**src/rtl/context_loader_if.sv**
```systemverilog
// Host-side and memory-side signal bundle for the context loader.
// CHKSUM_O exists only when CONTEXT_LOADER_CHECKSUM_EN is defined.
interface context_loader_if #(
  parameter int CTX_WIDTH  = 80,
  parameter int ADDR_WIDTH = 10,
  parameter int BUS_WIDTH  = 32
);
  logic                  START_I;
  logic [ADDR_WIDTH-1:0] BASE_I;
  logic [ADDR_WIDTH:0]   COUNT_I;
  logic [BUS_WIDTH-1:0]  DATA_I;
  logic                  VALID_I;
  logic                  READY_O;
  logic [ADDR_WIDTH-1:0] WR_ADDR_O;
  logic [CTX_WIDTH-1:0]  WR_DATA_O;
  logic                  WR_EN_O;
  logic                  BUSY_O;
  logic                  DONE_O;
  logic                  ERR_O;
`ifdef CONTEXT_LOADER_CHECKSUM_EN
  logic [BUS_WIDTH-1:0]  CHKSUM_O;

  modport slave (
    input  START_I, BASE_I, COUNT_I, DATA_I, VALID_I,
    output READY_O, WR_ADDR_O, WR_DATA_O, WR_EN_O, BUSY_O, DONE_O, ERR_O, CHKSUM_O
  );
  modport master (
    output START_I, BASE_I, COUNT_I, DATA_I, VALID_I,
    input  READY_O, WR_ADDR_O, WR_DATA_O, WR_EN_O, BUSY_O, DONE_O, ERR_O, CHKSUM_O
  );
`else
  modport slave (
    input  START_I, BASE_I, COUNT_I, DATA_I, VALID_I,
    output READY_O, WR_ADDR_O, WR_DATA_O, WR_EN_O, BUSY_O, DONE_O, ERR_O
  );
  modport master (
    output START_I, BASE_I, COUNT_I, DATA_I, VALID_I,
    input  READY_O, WR_ADDR_O, WR_DATA_O, WR_EN_O, BUSY_O, DONE_O, ERR_O
  );
`endif
endinterface

```
**src/rtl/context_loader.sv**
```systemverilog
// Packs a BUS_WIDTH beat stream into CTX_WIDTH entries written to consecutive context addresses.
// Optional feature macro: CONTEXT_LOADER_CHECKSUM_EN (XOR of all beats accepted in the job).
module context_loader #(
  parameter int CTX_WIDTH  = 80,
  parameter int ADDR_WIDTH = 10,
  parameter int MEM_LENGTH = 1024,
  parameter int BUS_WIDTH  = 32
) (
  input logic             CLK_I,
  input logic             RST_I,
  context_loader_if.slave bus
);
  localparam int BEATS  = (CTX_WIDTH + BUS_WIDTH - 1) / BUS_WIDTH;
  localparam int BEAT_W = (BEATS > 1) ? $clog2(BEATS) : 1;
  localparam int PACK_W = BEATS * BUS_WIDTH;
  localparam logic [BEAT_W-1:0]   LAST_BEAT = BEAT_W'(BEATS - 1);
  localparam logic [ADDR_WIDTH:0] MEM_LEN   = (ADDR_WIDTH + 1)'(MEM_LENGTH);

  typedef enum logic [1:0] {S_IDLE, S_CHECK, S_LOAD, S_FINISH} state_t;

  state_t                state_q, state_d;
  logic [ADDR_WIDTH-1:0] addr_q, addr_d;
  logic [ADDR_WIDTH:0]   rem_q, rem_d;
  logic [BEAT_W-1:0]     beat_q, beat_d;
  logic [PACK_W-1:0]     pack_q, pack_d;
  logic                  wr_en_q, wr_en_d;
  logic [ADDR_WIDTH-1:0] wr_addr_q, wr_addr_d;
  logic [CTX_WIDTH-1:0]  wr_data_q, wr_data_d;

  logic [ADDR_WIDTH:0]   end_addr;
  logic                  range_err;
  logic                  ready;
  logic                  accept;
  logic [BEATS-1:0]      lane_we;

  // addr_q still holds BASE while in CHECK, so the sum is the job's end address.
  assign end_addr  = {1'b0, addr_q} + rem_q;
  assign range_err = end_addr > MEM_LEN;
  assign ready     = (state_q == S_LOAD) && (rem_q != '0);
  assign accept    = ready && bus.VALID_I;

  for (genvar gi = 0; gi < BEATS; gi++) begin : g_lane
    assign lane_we[gi] = accept && (beat_q == BEAT_W'(gi));
    assign pack_d[gi*BUS_WIDTH +: BUS_WIDTH] =
      lane_we[gi] ? bus.DATA_I : pack_q[gi*BUS_WIDTH +: BUS_WIDTH];
  end

  always_comb begin
    state_d   = state_q;
    addr_d    = addr_q;
    rem_d     = rem_q;
    beat_d    = beat_q;
    wr_en_d   = 1'b0;
    wr_addr_d = wr_addr_q;
    wr_data_d = wr_data_q;
    case (state_q)
      S_IDLE: begin
        if (bus.START_I) begin
          addr_d  = bus.BASE_I;
          rem_d   = bus.COUNT_I;
          beat_d  = '0;
          state_d = S_CHECK;
        end
      end
      S_CHECK: begin
        if (range_err)            state_d = S_IDLE;
        else if (rem_q == '0)     state_d = S_FINISH;
        else                      state_d = S_LOAD;
      end
      S_LOAD: begin
        // rem_q reaching zero means the final write is on the bus this cycle.
        if (rem_q == '0) begin
          state_d = S_FINISH;
        end else if (accept) begin
          if (beat_q == LAST_BEAT) begin
            beat_d    = '0;
            wr_en_d   = 1'b1;
            wr_addr_d = addr_q;
            wr_data_d = pack_d[CTX_WIDTH-1:0];
            addr_d    = addr_q + 1'b1;
            rem_d     = rem_q - 1'b1;
          end else begin
            beat_d = beat_q + 1'b1;
          end
        end
      end
      S_FINISH: state_d = S_IDLE;
      default:  state_d = S_IDLE;
    endcase
  end

  always_ff @(posedge CLK_I) begin
    if (RST_I) begin
      state_q   <= S_IDLE;
      addr_q    <= '0;
      rem_q     <= '0;
      beat_q    <= '0;
      pack_q    <= '0;
      wr_en_q   <= 1'b0;
      wr_addr_q <= '0;
      wr_data_q <= '0;
    end else begin
      state_q   <= state_d;
      addr_q    <= addr_d;
      rem_q     <= rem_d;
      beat_q    <= beat_d;
      pack_q    <= pack_d;
      wr_en_q   <= wr_en_d;
      wr_addr_q <= wr_addr_d;
      wr_data_q <= wr_data_d;
    end
  end

  assign bus.READY_O   = ready;
  assign bus.WR_EN_O   = wr_en_q;
  assign bus.WR_ADDR_O = wr_addr_q;
  assign bus.WR_DATA_O = wr_data_q;
  assign bus.BUSY_O    = (state_q != S_IDLE);
  assign bus.DONE_O    = (state_q == S_FINISH);
  assign bus.ERR_O     = (state_q == S_CHECK) && range_err;

`ifdef CONTEXT_LOADER_CHECKSUM_EN
  logic [BUS_WIDTH-1:0] chk_q, chk_d;

  always_comb begin
    chk_d = chk_q;
    if (state_q == S_IDLE && bus.START_I) chk_d = '0;
    else if (accept)                      chk_d = chk_q ^ bus.DATA_I;
  end

  always_ff @(posedge CLK_I) begin
    if (RST_I) chk_q <= '0;
    else       chk_q <= chk_d;
  end

  assign bus.CHKSUM_O = chk_q;
`endif
endmodule

```
**src/flat_wrapper.sv**
```systemverilog
// flat-port wrapper written by rule: the top's interface ports become plain ports
module context_loader_flat 
#(
  parameter int CTX_WIDTH  = 80,
  parameter int ADDR_WIDTH = 10,
  parameter int MEM_LENGTH = 1024,
  parameter int BUS_WIDTH  = 32
)
  (CLK_I, RST_I, bus_START_I, bus_BASE_I, bus_COUNT_I, bus_DATA_I, bus_VALID_I, bus_READY_O, bus_WR_ADDR_O, bus_WR_DATA_O, bus_WR_EN_O, bus_BUSY_O, bus_DONE_O, bus_ERR_O);
  context_loader_if #(.CTX_WIDTH(CTX_WIDTH), .ADDR_WIDTH(ADDR_WIDTH), .BUS_WIDTH(BUS_WIDTH)) bus_i ();
  input logic CLK_I;
  input logic RST_I;
  input wire logic [$bits(bus_i.START_I)-1:0] bus_START_I;
  input wire logic [$bits(bus_i.BASE_I)-1:0] bus_BASE_I;
  input wire logic [$bits(bus_i.COUNT_I)-1:0] bus_COUNT_I;
  input wire logic [$bits(bus_i.DATA_I)-1:0] bus_DATA_I;
  input wire logic [$bits(bus_i.VALID_I)-1:0] bus_VALID_I;
  output wire logic [$bits(bus_i.READY_O)-1:0] bus_READY_O;
  output wire logic [$bits(bus_i.WR_ADDR_O)-1:0] bus_WR_ADDR_O;
  output wire logic [$bits(bus_i.WR_DATA_O)-1:0] bus_WR_DATA_O;
  output wire logic [$bits(bus_i.WR_EN_O)-1:0] bus_WR_EN_O;
  output wire logic [$bits(bus_i.BUSY_O)-1:0] bus_BUSY_O;
  output wire logic [$bits(bus_i.DONE_O)-1:0] bus_DONE_O;
  output wire logic [$bits(bus_i.ERR_O)-1:0] bus_ERR_O;
  assign bus_i.START_I = bus_START_I;
  assign bus_i.BASE_I = bus_BASE_I;
  assign bus_i.COUNT_I = bus_COUNT_I;
  assign bus_i.DATA_I = bus_DATA_I;
  assign bus_i.VALID_I = bus_VALID_I;
  assign bus_READY_O = bus_i.READY_O;
  assign bus_WR_ADDR_O = bus_i.WR_ADDR_O;
  assign bus_WR_DATA_O = bus_i.WR_DATA_O;
  assign bus_WR_EN_O = bus_i.WR_EN_O;
  assign bus_BUSY_O = bus_i.BUSY_O;
  assign bus_DONE_O = bus_i.DONE_O;
  assign bus_ERR_O = bus_i.ERR_O;
  context_loader #(.CTX_WIDTH(CTX_WIDTH), .ADDR_WIDTH(ADDR_WIDTH), .MEM_LENGTH(MEM_LENGTH), .BUS_WIDTH(BUS_WIDTH)) u_core (.CLK_I(CLK_I), .RST_I(RST_I), .bus(bus_i));
endmodule
```
**config.mk**
```make
export PLATFORM = sky130hd
export DESIGN_NAME = context_loader_flat
export DESIGN_NICKNAME = d
export VERILOG_FILES = /design/src/rtl/context_loader_if.sv /design/src/rtl/context_loader.sv /design/src/flat_wrapper.sv
export SDC_FILE = /design/constraint.sdc
export NUM_CORES = 1
export LEC_CHECK = 0
export ABC_AREA = 1
export CAP_MARGIN = 10
export CORE_MARGIN = 1.5
export CORE_UTILIZATION = 46
export CTS_CLUSTER_SIZE = 30
export DETAILED_ROUTE_END_ITERATION = 7
export PLACE_DENSITY = 0.72
export SLEW_MARGIN = 20
export SYNTH_ARGS = -nofsm -noshare
export SYNTH_HDL_FRONTEND = slang
export SYNTH_SLANG_ARGS = --single-unit
```
**constraint.sdc**
```tcl
create_clock -name CLK_I -period 4.1 [get_ports CLK_I]
set_clock_uncertainty 0.15 [all_clocks]
set_input_delay 0.82 -clock CLK_I [delete_from_list [all_inputs] [get_ports CLK_I]]
set_output_delay 0.82 -clock CLK_I [all_outputs]
set_load 0.1 [all_outputs]
```
-- After elaboration in Yosys (flattened, before gate mapping)
Cells that the tools add are included.
- flip-flop bits (word level): 196
- bits of input ports: 57
- output and inout bits: 95
- logic and storage cells: 67
- $add $sub $neg: 4
- order comparisons: 1
- eq/ne operators: 10
- multiplexer cells: 24
- bitwise operators: 3
- reductions and logical operators: 17
- operators with widths (operator ; count):
    two-way mux 32 bit ; 2
    two-way mux 11 bit ; 4
    two-way mux 10 bit ; 4
    case mux 11 bit (2 select lines) ; 1
    case mux 10 bit (2 select lines) ; 1
    two-way mux 16 bit ; 1
    two-way mux 2 bit ; 7
    adder 10 x 11 -> 11 bit ; 1
    > comparator 11 bit, second input constant ; 1
    zero test 11 bit ; 1
    nonzero test 11 bit ; 1
    subtractor 11 x 1 -> 11 bit, second input constant ; 1
    adder 10 x 1 -> 10 bit, second input constant ; 1
    != test 2 bit, second input constant ; 4
    case mux 2 bit (4 select lines) ; 1
    AND reduction 4 bit ; 2
    equality test 2 bit, second input constant ; 3
    logical AND 1 bit ; 6
    AND reduction 5 bit ; 1
    equality test 2 x 1 -> 1 bit, second input constant ; 2
    zero test 2 bit ; 2
    case mux 2 bit (2 select lines) ; 1
    nonzero test 2 bit ; 2
    OR reduction 4 bit ; 1
    5 further kinds ; 8

-- Depth between registers and ports, before layout
Gate-level depths: netlist of run 1.
- depth in word-level cells: 6
- mapped depth: 16
- depth with buffers taken out: 14

-- Least setup slack after synthesis of run 1
No wires, ideal clock.
- path kind: reg-to-output
- start: register u_core.addr_q[0]
- end: output bus_ERR_O
- arrival time: 2.833 ns
- required time: 3.130 ns
- slack: 0.297 ns
- cell stages (with the launch flop): 13
- buffers on the path: 0
- cell sequence: dfxtp_1 -> ha_1 -> inv_1 -> fa_1 -> inv_1 -> nand3_1 -> nand2_1 -> nand2_1 -> nand3b_1 -> nand2_1 -> nand3_1 -> o21bai_1 -> nor2_1
- cells in the longest elaborated chain, start to end: 3
- ends and longest elaborated chain (element ; line ; source):
    from (decl) ; context_loader.sv:22 ; logic [ADDR_WIDTH-1:0] addr_q, addr_d;
    from (signal assigned) ; context_loader.sv:104 ; addr_q <= addr_d;
    adder 10 x 11 -> 11 bit ; context_loader.sv:37 ; assign end_addr = {1'b0, addr_q} + rem_q;
    > comparator 11 bit ; context_loader.sv:38 ; assign range_err = end_addr > MEM_LEN;
    logical AND 1 bit ; context_loader.sv:120 ; assign bus.ERR_O = (state_q == S_CHECK) && range_err;
    to (decl) ; flat_wrapper.sv:24 ; output wire logic [$bits(bus_i.ERR_O)-1:0] bus_ERR_O;
Every way passes these cells.

-- Final worst setup path of run 1
Same ends and word-level chain as after synthesis.

==> run_results.csv, run 1 <==
group,metric,value,unit
drt,ant_nets,0,
final_layout,post_route_cells_drive_above_1_share,0.0897,
logic_synthesis,post-synth-top-area-cell,"dfxtp_1",
grt,initial_antenna_violation_count,0,
grt,global_route_wire_length_before_repair,30600,microns
outcome,status,"complete, no violations",
floorplanning,std_cell_rows,48,
placed_design,dp_hpwl,12500,microns
final_layout,final_common_cell,"dfxtp_1",
sta,hold_slack,0.315,ns
final_layout,multi_input_area,3520,sq um
cts,clk_transition_reported_paths,0.06,ns
final_layout,post_layout_nets,1217,
floorplanning,ios,152,
logic_synthesis,synth_sequential_area_ratio,0.449,
sta,rsz0062_at_grt,"no",
drt,drc,0,
grt,grt_pass1_vias,6215,
cts,tritoncts.num_buffers,17,
sta,tightestPinTransition,1.04,ns
sta,hold_viol_final,0,
logic_synthesis,syn_avg_cell_area,7.78,sq um
logic_synthesis,yosys.area.top_type_share,0.449,
power,swShare,0.275,
cts,postCtsResizedCells,0,
logic_synthesis,synth_cell_types,40,
drt,detailroute.via_count,6881,
final_layout,insertedDiodeCount,0,
power,power_leakage,4.59,nW
cts,number_of_clock_sinks,180,
grt,grt-ovfl-total,0,
final_layout,syn2layout_area_growth,26.8,%
power,clock_power_share,0.404,
floorplanning,initial_core_util,0.467,
power,power_switching,1.15,mW
cts,cts_setup_buffers,0,
floorplanning,die_w,135,microns
power,power_density,410,nW/um^2
logic_synthesis,post_synth_design_cell_area,8020,sq um
sta,layout_min_cycle_time,3.65,ns
drt,detail_route.iter0.violations,498,
drt,post_drt_wl_per_cell,13.7,microns
min_path,worst_hold_path_type,"flip-flop to flip-flop",
sta,layout_worst_path_cycle_share,0.890,
setup_path,cp.arrival,2.68,ns
logic_synthesis,syn-num-nets,1101,
setup_path,critPathLaunchType,"flip-flop",
floorplanning,design.die.area,18200,sq um
logic_synthesis,ys_top_cells_by_area,"dfxtp_1, nand2_1, inv_1, o21ai_0, o21a_1",
sta,timing.final.setup_violations,0,
setup_path,worst-endpoint-required,3.13,ns
placed_design,gpl.final_weighted_congestion,0.870,
placed_design,port_buffers,151,
power,power.combinational.fraction,0.150,
final_layout,fillers,1606,
cts,tritoncts,"yes",
setup_path,critical_path_class,"flip-flop to output port",
cts,clock_latency,0.43,ns
drt,postRouteWirelength,18900,microns
sta,final_max_slew_viol_count,0,
cts,clock_tree.htree_level_count,4,
power,vdd_ir_drop_max,302,uV
logic_synthesis,seq_cells_post_synth,180,
drt,detailed_router_iteration_count_before_antenna_repair,5,
final_layout,regArea,3600,sq um
sta,fmax,274,MHz
sta,timing.setup.tns,0,ns
job,maxCapViolCount,0,
final_layout,most-common-layout-cells,"dfxtp_1, nand2_1, clkdlybuf4s50_1",
power,p_total,4.17,mW
sta,slew-limit-headroom,0.305,
logic_synthesis,synthesis.yosys.warnings,0,
floorplanning,chipHeight,135,microns
power,power_report.internal_total,3.02,mW
cts,holdBufCountCts,0,
logic_synthesis,post_synthesis_instance_total,1031,
setup_path,critical_path_peak_fanout,6,
cts,cts_root_buf,"clkbuf_16",
floorplanning,core,17200,sq um
grt,grt_start_max_net_pins,99,
cts,cts-root-to-sink-buffers,2,
power,seq_power_share,0.446,
drt,avgViaCountPerCell,4.97,
setup_path,end_kind,"output port",
grt,grtUsageTotal,0.209,
routing by layer:
metal	wire length (microns)	vias up	global-route usage
li1	-	3555	-
met2	8840	148	0.346
met4	252	0	0.0633
met1	9080	3152	0.279
met5	0	-	0
met3	778	26	0.0379
final timing paths:
path / start / to / slack (ns) / cells after the start
setup / recovery: u_core.addr_q[0] / bus_ERR_O / 0.45 / 14
hold reg to reg: u_core.pack_q[26] / u_core.pack_q[26] / 0.31 / 2
hold / removal: u_core.pack_q[26] / u_core.pack_q[26] / 0.31 / 2
setup reg to reg: u_core.rem_q[0] / u_core.bus.WR_DATA_O[46] / 1.33 / 13
critical path, stage by stage (launching register included):
cell and delay, ns:
dfxtp_1 0.42, ha_1 0.20, inv_1 0.06, fa_1 0.38
inv_1 0.13, nand3_1 0.08, nand2_1 0.10, nand2_1 0.07
nand2_1 0.06, nand2_1 0.04, nand2_1 0.05, nand3_1 0.07
o21bai_1 0.27, nor2_1 0.07, buf_4 0.24
cell families (layout without fill, tap and decap cells):
| group | after synthesis | in the layout | share of synthesized area |
|---|---|---|---|
| fa+ha+maj | 13 | 13 | 0.0212 |
| buf+inv | 211 | 339 | 0.113 |
| compound gates | 289 | 289 | 0.216 |
| xor+xnor | 6 | 6 | 0.00655 |
| flops | 180 | 180 | 0.449 |
| simple gates | 332 | 332 | 0.195 |
cells in the mapped netlist (all sizes together):
library cell / count
nand2: 200
dfxtp: 180
inv: 148
o21ai: 144
a21oi: 56
and2: 47
o21a: 46
nand3: 40
nor2: 35
buf: 31
clkbuf: 31
a31oi: 13
o211ai: 13
ha: 12
a21o: 11
xor2: 5
nand4: 4
nand3b: 3
nor3: 2
o21bai: 2
a211oi: 1
a22oi: 1
a31o: 1
clkinv: 1
fa: 1
nor4: 1
o32ai: 1
xnor2: 1
metrics by stage:
stage / instances / worst slack [ns] / instance area [sq um] / utilization
2_1_floorplan: 1031 / 0.297 / 8020 / -
3_3_place_gp: 1353 / 0.971 / 9570 / 0.557
3_5_place_dp: 1353 / 0.934 / 9570 / 0.557
4_1_cts: 1384 / 0.455 / 10200 / 0.592
5_1_grt: 1384 / 0.296 / 10200 / 0.592
6_report: 1384 / 0.453 / 10200 / 0.592
state kept, by name, summed over array words and instances, names as in the netlist, named ones only:
name                  count
u_core.beat_q             2
u_core.bus.WR_ADDR_O     10
u_core.pack_q            64
u_core.addr_q            10
u_core.rem_q             11
u_core.state_q            1
u_core.bus.WR_EN_O        1
u_core.bus.WR_DATA_O     80
final cells by class:
class,instances,share of cell area
sequential,180,0.354
clock buffer,21,0.0453
tap,225,0.0277
timing repair buffer,159,0.157
clock inverter,10,0.0144
inverter,149,0.0552
multi-input combinational,640,0.346
power by group through the flow:
stage / registers [mW] / clock network (mW) / logic, mW
2_1_floorplan: 1.88 / 0 / 0.468
3_3_place_gp: 1.89 / 0 / 0.615
3_5_place_dp: 1.90 / 0 / 0.620
4_1_cts: 1.86 / 1.71 / 0.625
5_1_grt: 1.87 / 1.78 / 0.701
6_report: 1.86 / 1.68 / 0.627
(Power assumes the default switching activity.)
==> run 2: changes to the inputs <==
- ABC_AREA: 1 -> not set
- PLACE_DENSITY: 0.72 -> 0.73
- SLEW_MARGIN: 20 -> not set
==> run_results.csv, run 2 <==
group,metric,value,unit
outcome,status,"complete, no violations",
drt,detailed_router_iteration_count_before_antenna_repair,5,
floorplanning,die_w,129,microns
cts,cts_root_buf,"clkbuf_16",
sta,final_max_slew_viol_count,0,
min_path,worst_hold_path_type,"flip-flop to flip-flop",
logic_synthesis,synth-edff-count,0,
logic_synthesis,synth_flop_cell,"dfxtp_1",
cts,number_of_clock_sinks,180,
power,seq_power_share,0.435,
drt,post_drt_wl_per_cell,14.3,microns
sta,tightestPinTransition,1.07,ns
sta,layout_min_cycle_time,3.92,ns
sta,fmax,255,MHz
drt,ant_nets,0,
floorplanning,chipHeight,129,microns
placed_design,placedInstanceArea,8870,sq um
drt,drc,0,
power,clock_power_share,0.353,
cts,clock_latency,0.42,ns
final_layout,final_common_cell,"nand2_1",
logic_synthesis,yosys.area.top_type_share,0.497,
floorplanning,design.die.area,16500,sq um
logic_synthesis,syn-num-nets,1009,
min_path,timing.hold.worst_path_depth,2,
placed_design,gpl.final_weighted_congestion,0.823,
placed_design,port_buffers,151,
grt,initial_antenna_violation_count,0,
sta,slew-limit-headroom,0.288,
final_layout,syn2layout_area_growth,30.5,%
sta,layout_worst_path_cycle_share,0.957,
cts,holdBufCountCts,0,
sta,hold_viol_final,0,
setup_path,cp.arrival,2.95,ns
grt,grt_start_max_net_pins,114,
final_layout,postLayoutCoreUtil,0.618,
setup_path,r2r_end,"u_core.pack_q[55]",
setup_path,timing.reg2reg.worst_path_depth,9,
power,swShare,0.306,
logic_synthesis,synth_cell_types,54,
logic_synthesis,synth_sequential_area_ratio,0.497,
power,power_density,471,nW/um^2
logic_synthesis,ys_top_cells_by_area,"dfxtp_1, nand2_1, a21oi_1, clkbuf_1, ha_1",
placed_design,dp_hpwl,11500,microns
logic_synthesis,post_synth_design_cell_area,7250,sq um
power,power_switching,1.36,mW
grt,grt_pass1_vias,5916,
cts,tritoncts.num_buffers,17,
setup_path,critical_path_peak_fanout,6,
logic_synthesis,synth-async-reset-ratio,0,
min_path,hold_path_startpoint,"u_core.pack_q[33]",
setup_path,critPathLaunchType,"flip-flop",
setup_path,critical_path_class,"flip-flop to output port",
power,vdd_ir_drop_max,274,uV
logic_synthesis,seq_cells_post_synth,180,
drt,avgViaCountPerCell,5.20,
logic_synthesis,synthesis.yosys.warnings,0,
setup_path,critPathMaxStageDelay,0.41,ns
setup_path,setup.reg_to_reg.worst_slack,0.90,ns
final_layout,post_route_cells_drive_above_1_share,0.0536,
drt,detail_route.iter0.violations,464,
floorplanning,ios,152,
logic_synthesis,post_synth_most_frequent_cells,"nand2_1, dfxtp_1, a21oi_1",
grt,grt-ovfl-total,0,
setup_path,crit-reg2reg-launch,"u_core.rem_q[1]",
setup_path,worst-endpoint-required,3.13,ns
grt,global_route_wire_length_before_repair,29200,microns
final_layout,most-common-layout-cells,"nand2_1, dfxtp_1, a21oi_1",
floorplanning,initial_core_util,0.473,
min_path,hold_path_end,"u_core.bus.WR_DATA_O[33]",
grt,grtUsageTotal,0.221,
sta,timing.final.setup_violations,0,
floorplanning,core,15300,sq um
logic_synthesis,post-synth-top-count-cell,"nand2_1",
final_layout,insertedDiodeCount,0,
cts,clk_transition_reported_paths,0.07,ns
final_layout,fillers,1426,
setup_path,end_kind,"output port",
cts,cts-root-to-sink-buffers,2,
logic_synthesis,post_synthesis_instance_total,939,
final_layout,post-route-cell-area,9460,sq um
power,power_leakage,3.24,nW
job,maxCapViolCount,0,
setup_path,ordered_list_of_cells_on_the_worst_path,"ha_2 > inv_1 > fa_1 > xnor2_1 > nor4b_2 > o211ai_1 > a2111oi_2 > nand4_1 > nor3b_4 > buf_12",
cts,tritoncts,"yes",
final_layout,flip_flop_count_of_the_largest_register_all_copies_and_words_added,80,
drt,detailroute.via_count,6627,
logic_synthesis,post-synth-top-area-cell,"dfxtp_1",
setup_path,critPathSlowestCell,"fa_1",
power,power.combinational.fraction,0.212,
logic_synthesis,syn_avg_cell_area,7.72,sq um
final_layout,post_layout_nets,1123,
floorplanning,std_cell_rows,45,
cts,clock_tree.htree_level_count,4,
power,power_report.internal_total,3.09,mW
drt,postRouteWirelength,18300,microns
[run 2: kinds of logic (layout without fill, tap and decap cells)]
family                   Yosys count  after routing  share of synthesized area
XOR/XNOR                           3              3                    0.00363
buffers and inverters             75            200                     0.0435
adder cells (fa/ha/maj)           13             13                     0.0235
AO/OA/AOI/OAI                    249            249                      0.196
AND/OR/NAND/NOR                  417            417                      0.234
multiplexers                       2              2                    0.00294
flip-flops                       180            180                      0.497
[run 2: metrics by stage]
| stage | total power, mW | TNS (ns) | hold slack (ns) | instances | setup slack [ns] |
|---|---|---|---|---|---|
| 2_1_floorplan | 2.61 | 0 | 0.282 | 939 | 0.247 |
| 3_3_place_gp | 2.86 | 0 | 0.288 | 1244 | 0.445 |
| 3_5_place_dp | 2.87 | 0 | 0.292 | 1244 | 0.372 |
| 4_1_cts | 4.45 | 0 | 0.299 | 1274 | 0.0779 |
| 5_1_grt | 4.66 | -0.0431 | 0.309 | 1275 | -0.0431 |
| 6_report | 4.45 | 0 | 0.296 | 1275 | 0.176 |
[run 2: final cells by class]
cell class	count	area [sq um]	area share
clock buffers	18	429	0.0454
inverters	7	26.3	0.00278
well taps	211	264	0.0279
clock inverters	12	131	0.0139
flip-flops and latches	180	3610	0.381
multi-input cells	684	3370	0.356
repair buffers	163	1640	0.173
[run 2: worst max-delay path by stage]
stage / end / start / slack (ns)
6_report: bus_ERR_O / u_core.addr_q[0] / 0.18
2_1_floorplan: bus_ERR_O / u_core.addr_q[0] / 0.25
3_3_place_gp: bus_ERR_O / u_core.addr_q[0] / 0.44
3_5_place_dp: bus_ERR_O / u_core.addr_q[0] / 0.37
4_1_cts: bus_ERR_O / u_core.addr_q[0] / 0.08
5_1_grt: bus_ERR_O / u_core.addr_q[0] / -0.04
[run 2: critical path, delay by kind of cell (launching register included)]
kind,cells,cell delay [ns]
AOI/OAI and AO/OA,2,0.41
xor gates and xnor gates,1,0.15
adders and majority gates,2,0.60
buffers and inverters,2,0.25
DFF,1,0.37
and+or+nand+nor,3,0.74
[run 2: power by group through the flow]
stage | sequential (mW) | combinational [mW] | clock (mW)
after floorplan | 1.93 | 0.680 | 0
after global placement | 1.97 | 0.893 | 0
after detailed placement | 1.97 | 0.903 | 0
after CTS | 1.93 | 0.925 | 1.59
after global routing | 1.95 | 1.04 | 1.67
final | 1.94 | 0.946 | 1.57
[run 2: metal layers]
layer / part of all wire / up-vias / global-route usage
met5: 0 / - / 0
met4: 0.011 / 0 / 0.0621
met3: 0.056 / 10 / 0.0599
met2: 0.46 / 164 / 0.352
met1: 0.47 / 3092 / 0.297
li1: - / 3361 / -
[run 2: what timing repair did]
| item | CTS | global route |
|---|---|---|
| setup buffers | 0 | 1 |
| resized for setup | 3 | 4 |
| endpoints found under the hold margin | 0 | 0 |
| gates cloned | 0 | 0 |
| endpoints found under the setup margin | 1 | 1 |
| pin swaps | 0 | 4 |
==> run 3: changes to the inputs <==
- ABC_AREA: not set -> 1
- PLACE_DENSITY: 0.73 -> 0.72
==> results of run 3 <==
No change in the layout: final DEF, timing and power equal those of run 1.
